`src/rtl/water_dispenser_pkg.sv`:
```
// Shared constants, state encoding and saturating volume arithmetic for the water dispenser.
package water_dispenser_pkg;

    localparam int MAXIMUM_VOLUME_IN_ML = 9999;
    localparam int VOLUME_BIT_COUNT     = 14;
    localparam int CLOCK_PERIOD_IN_NS   = 20;

    typedef logic [VOLUME_BIT_COUNT-1:0] volume_t;

    typedef enum logic [2:0] {
        ST_IDLE     = 3'd0,
        ST_PRIME    = 3'd1,
        ST_DISPENSE = 3'd2,
        ST_CLOSE    = 3'd3,
        ST_FAULT    = 3'd4
    } state_t;

    function automatic volume_t sat_add(input volume_t a, input int unsigned inc);
        int unsigned s;
        s = 32'(a) + inc;
        if (s > MAXIMUM_VOLUME_IN_ML)
            return volume_t'(MAXIMUM_VOLUME_IN_ML);
        return volume_t'(s);
    endfunction

endpackage

```
`src/rtl/flow_pulse_detector.sv`:
```
// Two-flop synchronizer and rising-edge detector for the raw flow-meter input.
// Edge first sampled at clock k gives o_pulse high during the cycle after k+1.
module flow_pulse_detector (
    input  logic clock,
    input  logic reset,
    input  logic i_flow_pulse,
    output logic o_pulse
);

    logic r_sync1;
    logic r_sync2;
    logic r_prev;

    always_ff @(posedge clock or posedge reset) begin
        if (reset) begin
            r_sync1 <= 1'b0;
            r_sync2 <= 1'b0;
            r_prev  <= 1'b0;
        end else begin
            r_sync1 <= i_flow_pulse;
            r_sync2 <= r_sync1;
            r_prev  <= r_sync2;
        end
    end

    assign o_pulse = r_sync2 & ~r_prev;

endmodule

```
`src/rtl/water_valve_sequencer.sv`:
```
// Pump/valve sequencer: prime, dispense to a counted volume, close delay, no-flow fault.
// All outputs are registered and change on the edge that enters each state.
module water_valve_sequencer
    import water_dispenser_pkg::*;
#(
    parameter int ML_PER_PULSE           = 10,
    parameter int PRIME_CYCLES           = 8,
    parameter int CLOSE_DELAY_CYCLES     = 4,
    parameter int NO_FLOW_TIMEOUT_CYCLES = 1000
) (
    input  logic                        clock,
    input  logic                        reset,
    input  logic                        start,
    input  logic                        cancel,
    input  logic [VOLUME_BIT_COUNT-1:0] requested_ml,
    input  logic                        flow_pulse,
    output logic                        pump_on,
    output logic                        valve_open,
    output logic                        busy,
    output logic                        done,
    output logic                        fault,
    output logic [VOLUME_BIT_COUNT-1:0] dispensed_ml
);

    localparam int TIMER_MAX_A = (PRIME_CYCLES > CLOSE_DELAY_CYCLES) ? PRIME_CYCLES : CLOSE_DELAY_CYCLES;
    localparam int TIMER_MAX   = (TIMER_MAX_A > NO_FLOW_TIMEOUT_CYCLES) ? TIMER_MAX_A : NO_FLOW_TIMEOUT_CYCLES;
    localparam int TIMER_W     = $clog2(TIMER_MAX + 1);

    state_t             r_state, w_state_nxt;
    logic [TIMER_W-1:0] r_timer, w_timer_nxt;
    volume_t            r_target, w_target_nxt;
    volume_t            r_dispensed, w_dispensed_nxt;
    logic               r_abort, w_abort_nxt;
    logic               w_done_nxt;
    logic               w_pulse;
    logic               w_start_ok;
    volume_t            w_volume_pulse;

    logic r_pump_on, r_valve_open, r_busy, r_done, r_fault;

    flow_pulse_detector u_detector (
        .clock        (clock),
        .reset        (reset),
        .i_flow_pulse (flow_pulse),
        .o_pulse      (w_pulse)
    );

    assign w_volume_pulse = sat_add(r_dispensed, ML_PER_PULSE);
    assign w_start_ok     = start && (requested_ml != '0) &&
                            (requested_ml <= volume_t'(MAXIMUM_VOLUME_IN_ML));

    always_comb begin
        w_state_nxt     = r_state;
        w_timer_nxt     = r_timer;
        w_target_nxt    = r_target;
        w_dispensed_nxt = r_dispensed;
        w_abort_nxt     = r_abort;
        w_done_nxt      = 1'b0;
        case (r_state)
            ST_IDLE: begin
                if (cancel) begin
                    w_dispensed_nxt = '0;
                end else if (w_start_ok) begin
                    w_target_nxt    = requested_ml;
                    w_dispensed_nxt = '0;
                    w_abort_nxt     = 1'b0;
                    w_timer_nxt     = '0;
                    w_state_nxt     = ST_PRIME;
                end
            end
            ST_PRIME: begin
                if (w_pulse) w_dispensed_nxt = w_volume_pulse;
                if (cancel) begin
                    w_abort_nxt = 1'b1;
                    w_timer_nxt = '0;
                    w_state_nxt = ST_CLOSE;
                end else if (r_timer == TIMER_W'(PRIME_CYCLES - 1)) begin
                    w_timer_nxt = '0;
                    w_state_nxt = ST_DISPENSE;
                end else begin
                    w_timer_nxt = r_timer + TIMER_W'(1);
                end
            end
            ST_DISPENSE: begin
                // In this state the timer is the no-flow counter.
                if (w_pulse) begin
                    w_dispensed_nxt = w_volume_pulse;
                    w_timer_nxt     = '0;
                end else begin
                    w_timer_nxt = r_timer + TIMER_W'(1);
                end
                if (cancel) begin
                    w_abort_nxt = 1'b1;
                    w_timer_nxt = '0;
                    w_state_nxt = ST_CLOSE;
                end else if (w_pulse && (w_volume_pulse >= r_target)) begin
                    w_timer_nxt = '0;
                    w_state_nxt = ST_CLOSE;
                end else if (!w_pulse && (r_timer == TIMER_W'(NO_FLOW_TIMEOUT_CYCLES - 1))) begin
                    w_timer_nxt = '0;
                    w_state_nxt = ST_FAULT;
                end
            end
            ST_CLOSE: begin
                if (w_pulse) w_dispensed_nxt = w_volume_pulse;
                if (r_timer == TIMER_W'(CLOSE_DELAY_CYCLES - 1)) begin
                    w_timer_nxt = '0;
                    w_done_nxt  = ~r_abort;
                    w_state_nxt = ST_IDLE;
                end else begin
                    w_timer_nxt = r_timer + TIMER_W'(1);
                end
            end
            ST_FAULT: begin
                if (cancel) begin
                    w_dispensed_nxt = '0;
                    w_state_nxt     = ST_IDLE;
                end
            end
            default: begin
                w_timer_nxt = '0;
                w_state_nxt = ST_IDLE;
            end
        endcase
    end

    always_ff @(posedge clock or posedge reset) begin
        if (reset) begin
            r_state      <= ST_IDLE;
            r_timer      <= '0;
            r_target     <= '0;
            r_dispensed  <= '0;
            r_abort      <= 1'b0;
            r_pump_on    <= 1'b0;
            r_valve_open <= 1'b0;
            r_busy       <= 1'b0;
            r_done       <= 1'b0;
            r_fault      <= 1'b0;
        end else begin
            r_state      <= w_state_nxt;
            r_timer      <= w_timer_nxt;
            r_target     <= w_target_nxt;
            r_dispensed  <= w_dispensed_nxt;
            r_abort      <= w_abort_nxt;
            r_pump_on    <= (w_state_nxt == ST_PRIME) || (w_state_nxt == ST_DISPENSE);
            r_valve_open <= (w_state_nxt == ST_DISPENSE) || (w_state_nxt == ST_CLOSE);
            r_busy       <= (w_state_nxt == ST_PRIME) || (w_state_nxt == ST_DISPENSE) ||
                            (w_state_nxt == ST_CLOSE);
            r_done       <= w_done_nxt;
            r_fault      <= (w_state_nxt == ST_FAULT);
        end
    end

    assign pump_on      = r_pump_on;
    assign valve_open   = r_valve_open;
    assign busy         = r_busy;
    assign done         = r_done;
    assign fault        = r_fault;
    assign dispensed_ml = r_dispensed;

endmodule

```
`config.mk`:
```
export PLATFORM = sky130hd
export DESIGN_NAME = water_valve_sequencer
export DESIGN_NICKNAME = d
export VERILOG_FILES = /design/src/rtl/water_dispenser_pkg.sv /design/src/rtl/flow_pulse_detector.sv /design/src/rtl/water_valve_sequencer.sv
export SDC_FILE = /design/constraint.sdc
export NUM_CORES = 1
export LEC_CHECK = 0
export BUFFER_PORTS_ARGS = -buffer_cell sky130_fd_sc_hd__buf_4
export CORE_ASPECT_RATIO = 0.5
export CORE_MARGIN = 4
export CORE_UTILIZATION = 40
export DETAILED_ROUTE_END_ITERATION = 10
export PLACE_DENSITY = 0.57
export SYNTH_ARGS = -nofsm -noshare
export SYNTH_HDL_FRONTEND = slang
export SYNTH_SLANG_ARGS = --single-unit
```
`constraint.sdc`:
```
create_clock -name clock -period 8.45 [get_ports clock]
set_clock_uncertainty 0.05 [all_clocks]
set_input_delay 0.845 -clock clock [delete_from_list [all_inputs] [get_ports clock]]
set_output_delay 0.845 -clock clock [all_outputs]
set_load 0.005 [all_outputs]
```
==> Yosys cells after proc, flatten, opt, wreduce, memory -nomap -nowiden <==
Index checks and enable logic that the tools add are counted.
{ "word_totals": {"mem_bits_rw": 0, "register_bits": 50, "mem_bits_ro": 0, "latchBits": 0, "output_inout_bits": 19, "memories": 0} }
{ "classes": {"bitwise": 5, "mux": 34, "n_addsub": 2, "eq_ne": 17, "reduce_logical": 18, "n_shift": 0, "n_mul": 0, "n_div": 0, "magnitude_cmp": 3} }
{ "op_table": {"columns": ["cell", "count"], "rows": [
  ["two-way mux 10 bit", 9],
  ["two-way mux 14 bit", 6],
  ["case mux 10 bit (5 select lines)", 1],
  ["case mux 14 bit (3 select lines)", 1],
  ["two-way mux 3 bit", 9],
  ["adder 14 x 4 -> 15 bit (second input constant)", 1],
  ["> comparator 15 x 14 -> 1 bit (second input constant)", 1],
  ["case mux 3 bit (5 select lines)", 1],
  ["greater-or-equal comparator 14 bit", 1],
  ["less-or-equal comparator 14 bit (second input constant)", 1],
  ["nonzero test 14 bit", 1],
  ["== test 3 x 2 -> 1 bit (second input constant)", 4],
  ["adder 10 x 1 -> 10 bit (second input constant)", 1],
  ["== test 10 bit (second input constant)", 1],
  ["== test 10 x 2 -> 1 bit (second input constant)", 1],
  ["== test 10 x 3 -> 1 bit (second input constant)", 1],
  ["AND reduction 4 bit", 2],
  ["== test 3 x 1 -> 1 bit (second input constant)", 2],
  ["== test 3 bit (second input constant)", 2],
  ["two-way mux 1 bit", 6],
  ["inequality test 2 bit (second input constant)", 3],
  ["AND reduction 3 bit", 2],
  ["logical AND 1 bit", 4],
  ["inequality test 2 x 1 -> 1 bit (second input constant)", 2],
  ["11 further kinds", 16]
]} }

==> Longest topological paths before layout <==
{ "logic_depth": {"ltp_word": 12, "mapped_depth": 18} }

==> Modules after synthesis <==
From an unflattened synthesis, not the netlist that was laid out.
{ "hier_totals": {"hier_cells": 349, "hier_area_um2": 3084.2} }
{ "by_module_without_submodules": {"columns": ["module", "cells_per_inst", "n_inst", "area_each_um2", "seq_area_each_um2"], "rows": [
  ["water_valve_sequencer", 344, 1, 2991.6, 1176.1],
  ["flow_pulse_detector", 5, 1, 92.6, 75.1]
]} }

==> Worst setup path before layout <==
No wires, ideal clock.
{ "synth_path": {"path_kind": "register to register", "from": "register r_dispensed[1], in the netlist dispensed_ml[1]", "to": "register r_pump_on, in the netlist pump_on", "setup_ps": 127, "slack_ps": 5114, "n_path_buf": 2, "arrival_time_ps": 3158, "path_stages_with_launch": 18, "period_less_slack_ps": 3336, "path_cell_list": "dfrtp_1 > ha_1 > o2111ai_1 > xor2_1 > and3_1 > a311o_1 > a21oi_1 > buf_4 > buf_6 > nor2_1 > ha_1 > nand2b_1 > a21oi_1 > o21ai_0 > a21oi_1 > o211ai_1 > a21oi_2 > mux2_1"} }
{ "synth_between": {"elab_chain_cells": 11} }
{ "synth_rtl": {"columns": ["item", "line_no", "text"], "rows": [
  ["start, declared", "water_valve_sequencer.sv:32", "volume_t r_dispensed, w_dispensed_nxt;"],
  ["start signal, assigned", "water_valve_sequencer.sv:143", "r_dispensed <= w_dispensed_nxt;"],
  ["adder 14 x 4 -> 15 bit *", "water_dispenser_pkg.sv:20", "s = 32'(a) + inc;"],
  ["> comparator 15 x 14 -> 1 bit", "water_dispenser_pkg.sv:21", "if (s > MAXIMUM_VOLUME_IN_ML)"],
  ["two-way mux 1 bit", "water_dispenser_pkg.sv:21", null],
  ["two-way mux 14 bit *", "water_dispenser_pkg.sv:23", "return volume_t'(s);"],
  ["greater-or-equal comparator 14 bit *", "water_valve_sequencer.sv:96", "end else if (w_pulse && (w_volume_pulse >= r_target)) begin"],
  ["logical AND 1 bit *", "water_valve_sequencer.sv:96", null],
  ["two-way mux 3 bit *", "water_valve_sequencer.sv:96", null],
  ["two-way mux 3 bit *", "water_valve_sequencer.sv:92", "if (cancel) begin"],
  ["case mux 3 bit (5 select lines) *", "water_valve_sequencer.sv:59", "case (r_state)"],
  ["== test 3 x 1 -> 1 bit / == test 3 x 2 -> 1 bit (equally long branches)", "water_valve_sequencer.sv:145", "r_pump_on <= (w_state_nxt == ST_PRIME) || (w_state_nxt == ST_DISPENSE);"],
  ["logical OR 1 bit *", "water_valve_sequencer.sv:145", null],
  ["end signal, assigned", "water_valve_sequencer.sv:145", null],
  ["end, declared", "water_valve_sequencer.sv:39", "logic r_pump_on, r_valve_open, r_busy, r_done, r_fault;"]
]} }
Mark *: on every way between the ends. The rest lies on a longest branch, timed or not.
A chain may end at the register's enable or synchronous reset.

==> Worst setup path after layout <==
Same ends and word-level chain as after synthesis.

==> results_tabular.tex <==
\begin{tabular}{lr}
\hline
Metric & Value \\
\hline
\multicolumn{2}{l}{\textbf{Route}} \\
Count of nets left with antenna violations after detail routing & 0 \\
Remaining DRCs & 0 \\
Number of detailed-routing iterations run before antenna repair & 4 \\
Drt via density & 5.368 \\
Count of routing violations after the opening detailed-route iteration & 205 \\
Wirelength per Cell & 15.01 µm \\
Total number of vias & approximately 2500 \\
Total routed wirelength & between 7000 and 8000 µm \\
\multicolumn{2}{l}{\textbf{GRT}} \\
Global-route congestion overflow total & 0 \\
Antenna violations before repair & 0 \\
Maximum number of pins on one net before global-route repair & 51 \\
Total Routing Usage GR & 0.1596 \\
First-pass GRT wire length & about 12000 µm \\
Vias in the first global route & 2427 \\
\multicolumn{2}{l}{\textbf{Worst setup path}} \\
Critical path's top delay family & compound AO/OA/AOI/OAI gates \\
Worst Path Max Fanout & 11 \\
R2R cell count & 16 \\
CP startpoint kind & flip-flop \\
Delay contributed by the slowest stage of the critical path & 0.59 ns \\
Slowest cell on the critical path & sky130\_fd\_sc\_hd\_\_a21oi\_1 \\
Data required, critical path & 8.58 ns \\
Timing endpoint of the critical path & pump\_on\$\_DFF\_PP0\_ \\
Cell-by-cell listing of the critical path & ha\_1, o2111ai\_1, xor2\_1, and3\_1, a311o\_1, a21oi\_1, buf\_4, nor2\_1, ha\_1, nand2b\_1, a21oi\_1, o21ai\_0, a21oi\_1, o211ai\_1, a21oi\_2, mux2\_1 \\
CP Buf/Inv Count & 1 \\
Crit path depth & 16 \\
Start point of the critical path & dispensed\_ml[1]\$\_DFFE\_PP0P\_ \\
R2R Setup Slk & 4.33 ns \\
Worst endpoint data arrival time & 4.25 ns \\
Crit-path most repeated cell & sky130\_fd\_sc\_hd\_\_a21oi\_1 \\
Destination of the worst register-to-register timing path & pump\_on\$\_DFF\_PP0\_ \\
Reg2reg start & dispensed\_ml[1]\$\_DFFE\_PP0P\_ \\
Category of the worst setup path capture point & flip-flop \\
Worst setup path category & flip-flop to flip-flop \\
\multicolumn{2}{l}{\textbf{Floorplanning}} \\
Core region area & 7350 µm² \\
Die width & 131.4 µm \\
Starting Density & 0.4144 \\
Number of top-level pins & 38 \\
Die footprint & 9159 µm² \\
Std cell rows & 22 \\
Vertical die dimension & 69.70 µm \\
\multicolumn{2}{l}{\textbf{Yosys}} \\
Adder-cell area share of the yosys netlist & 0.06984 \\
Yosys warns & 0 \\
Top cells by area in the synthesized netlist & sky130\_fd\_sc\_hd\_\_dfrtp\_1, sky130\_fd\_sc\_hd\_\_ha\_1, sky130\_fd\_sc\_hd\_\_o21ai\_0 \\
Xor/xnor share of the synthesized area & 0.02876 \\
Multiplexer share of the synthesized area & 0.01726 \\
Largest area contributor in the synthesized netlist & sky130\_fd\_sc\_hd\_\_dfrtp\_1 \\
Number of enable-type register cells in the synthesized netlist & 0 \\
Fraction of the yosys area taken by sequential cells & 0.4108 \\
Proportion of register bits with asynchronous set or reset after synthesis & 1.000 \\
Synthesized area per cell & 8.984 µm² \\
Fraction of the mapped netlist area in compound gates & 0.1845 \\
Post-synthesis register bit count & 50 \\
Post-Synthesis Net Count & 375 \\
Number of instances in the synthesized netlist & 339 \\
Mapped Area & 3045 µm² \\
Top-area cell type share of the netlist area & 0.4108 \\
Simple-gate share of the synthesized area & 0.2317 \\
Dominant synthesized flop cell & sky130\_fd\_sc\_hd\_\_dfrtp\_1 \\
Number of different library cells in the post-synthesis netlist & between 50 and 60 \\
Combinational family with the most area after synthesis & simple AND/OR/NAND/NOR gates \\
\multicolumn{2}{l}{\textbf{STA}} \\
Setup tns final & 0 ns \\
Worst-Margin Slew & 1.101 ns \\
Final critical path time including I/O delays and setup & 4.123 ns \\
Worst Hold Margin & 0.3052 ns \\
Setup violation total in the final timing report & 0 \\
Share of the clock period used by the worst path & 0.4879 \\
Final count of pins violating max slew & 0 \\
Hold Vio Cnt, Final & 0 \\
Achievable clock frequency & roughly 240 MHz \\
Slew headroom & 0.2659 \\
RSZ-0062 raised after global routing & no \\
\multicolumn{2}{l}{\textbf{Final layout}} \\
\# nets final & 406 \\
Number of antenna cells inserted & 0 \\
Area of the multi-input gates & about 1600 µm² \\
Layout fillers & 710 \\
Design Area, Final & 3545 µm² \\
Storage element area & 1251 µm² \\
Area added between synthesis and finish & 16.39\% \\
Layout cells sized above 1 & 0.1617 \\
Count of non-filler cells in the finished layout & 467 \\
\multicolumn{2}{l}{\textbf{Clock network}} \\
TritonCTS Sinks & 50 \\
Deepest level of the CTS H-tree & 2 \\
Post-CTS resize count & 0 \\
Clock insertion delay at the later pin of the skew report & 0.29 ns \\
Clock edge transition at the registers on the reported setup and hold paths & roughly 0.07 ns \\
Inserted Clock Buffers & 5 \\
Number of post-CTS setup repair buffers & 0 \\
Clock root buffer & sky130\_fd\_sc\_hd\_\_clkbuf\_16 \\
Clock tree from TritonCTS & built \\
Clock tree buffer depth & 2 \\
Post-cts hold buffer count & 0 \\
\multicolumn{2}{l}{\textbf{Place}} \\
Routability-driven placement congestion ratio & 0.8622 \\
Port-buffer cells & 37 \\
HPWL after detailed placement & a little over 5000 µm \\
Post-Place Cell Area & $\sim$3400 µm² \\
Number of placed cells counting well taps & 459 \\
\multicolumn{2}{l}{\textbf{Outcome}} \\
Run status & finished, final reports clean \\
\multicolumn{2}{l}{\textbf{Power and ir drop}} \\
Peak VDD IR & between 0.09 and 0.1 mV \\
Total design power & 0.001054 W \\
Leakage & 1.655 nW \\
Power Density & between 200 and 300 nW/µm² \\
\multicolumn{2}{l}{\textbf{Hold path}} \\
Type of the worst min-delay path & flip-flop to flip-flop \\
\multicolumn{2}{l}{\textbf{Run}} \\
Total of max-cap violations & 0 \\
\hline
\end{tabular}
-- stage by stage --
step	utilization	setup WS, ns
2_1_floorplan	-	5.115
3_3_place_gp	0.4597	4.524
3_5_place_dp	0.4597	4.391
4_1_cts	0.4823	4.372
5_1_grt	0.4823	4.022
6_report	0.4823	4.327
-- flip-flops by register name (all words and copies together) (netlist names), 3 cells and up --
signal and count:
r_state 3, r_timer 10, dispensed_ml 14, r_target 14
-- where the power goes --
part           total [W]  leakage [nW]  switching (W)  internal (W)
logic           0.000445         0.947       0.000249      0.000196
registers       0.000380         0.630      0.0000680      0.000312
clock network   0.000229        0.0771      0.0000894      0.000140
total            0.00105          1.65       0.000406      0.000648
-- how the worst min path moves through the flow --
stage,start,to,slack (ns),cells past startpoint
finish,u_detector.r_sync1$_DFF_PP0_,u_detector.r_sync2$_DFF_PP0_,0.31,0
global route,u_detector.r_sync1$_DFF_PP0_,u_detector.r_sync2$_DFF_PP0_,0.30,0
CTS,u_detector.r_sync1$_DFF_PP0_,u_detector.r_sync2$_DFF_PP0_,0.30,0
detailed placement,u_detector.r_sync1$_DFF_PP0_,u_detector.r_sync2$_DFF_PP0_,0.29,0
global placement,u_detector.r_sync1$_DFF_PP0_,u_detector.r_sync2$_DFF_PP0_,0.28,0
floorplan,u_detector.r_sync1$_DFF_PP0_,u_detector.r_sync2$_DFF_PP0_,0.28,0
-- routing by layer --
layer / up-vias / share of wire / track usage
li1: 1261 / - / -
met1: 1196 / 0.48 / 0.2096
met2: 42 / 0.46 / 0.2578
met3: 8 / 0.043 / 0.03696
met4: 0 / 0.016 / 0.06054
met5: - / 0 / 0
-- cells in the final DEF, fill, tap and decap left out, drive strengths merged, types with 2 or more instances in the layout --
cell / count
xnor2: 6
dfrtp: 50
ha: 17
a22o: 4
nor4: 7
o2111ai: 3
or4: 3
o21ai: 43
nor4b: 2
a21o: 8
or2: 2
inv: 25
nand4: 7
clkbuf: 6
and3: 6
o211ai: 2
nand3: 9
nand2b: 15
nand3b: 2
nor2b: 2
nor3b: 3
xor2: 4
nor3: 7
a21oi: 17
nor2: 28
nand2: 30
o21a: 2
mux2: 2
a211oi: 4
mux2i: 3
or3: 2
buf: 39
-- area by class of cell --
| cell class | instances | share of cell area |
|---|---|---|
| Clock buffer | 6 | 0.03636 |
| Clock inverter | 2 | 0.01059 |
| Inverter | 25 | 0.02647 |
| Multi-Input combinational cell | 249 | 0.4571 |
| Tap cell | 96 | 0.03389 |
| Sequential cell | 50 | 0.3530 |
| Timing Repair Buffer | 39 | 0.08260 |
-- cell usage after synthesis (8+ instances only) --
cell,instances
sky130_fd_sc_hd__o21ai_0,25
sky130_fd_sc_hd__dfrtp_1,50
sky130_fd_sc_hd__o21ai_1,18
sky130_fd_sc_hd__a21o_1,8
sky130_fd_sc_hd__a21oi_1,14
sky130_fd_sc_hd__nand2b_1,15
sky130_fd_sc_hd__inv_1,25
sky130_fd_sc_hd__clkbuf_1,8
sky130_fd_sc_hd__nand3_1,8
sky130_fd_sc_hd__nor2_1,27
sky130_fd_sc_hd__ha_1,17
sky130_fd_sc_hd__nand2_1,30
-- worst reg2reg max path, stage by stage, from the launching register on --
cell and delay, ns:
sky130_fd_sc_hd__dfrtp_1 0.49, sky130_fd_sc_hd__ha_1 0.33, sky130_fd_sc_hd__o2111ai_1 0.18, sky130_fd_sc_hd__xor2_1 0.19, sky130_fd_sc_hd__and3_1 0.20, sky130_fd_sc_hd__a311o_1 0.30, sky130_fd_sc_hd__a21oi_1 0.59, sky130_fd_sc_hd__buf_4 0.29
sky130_fd_sc_hd__nor2_1 0.06, sky130_fd_sc_hd__ha_1 0.27, sky130_fd_sc_hd__nand2b_1 0.09, sky130_fd_sc_hd__a21oi_1 0.06, sky130_fd_sc_hd__o21ai_0 0.17, sky130_fd_sc_hd__a21oi_1 0.11, sky130_fd_sc_hd__o211ai_1 0.24, sky130_fd_sc_hd__a21oi_2 0.11
sky130_fd_sc_hd__mux2_1 0.29
-- kinds of logic (layout without fill, tap and decap cells) --
family / Yosys count / in the layout
XOR/XNOR: 10 / 10
AO/OA/AOI/OAI: 90 / 90
AND/OR/NAND/NOR: 127 / 127
flip-flops: 50 / 50
buffers and inverters: 40 / 72
multiplexers: 5 / 5
adder cells (fa/ha/maj): 17 / 17
Note: power is estimated with default switching activity, not from simulation.
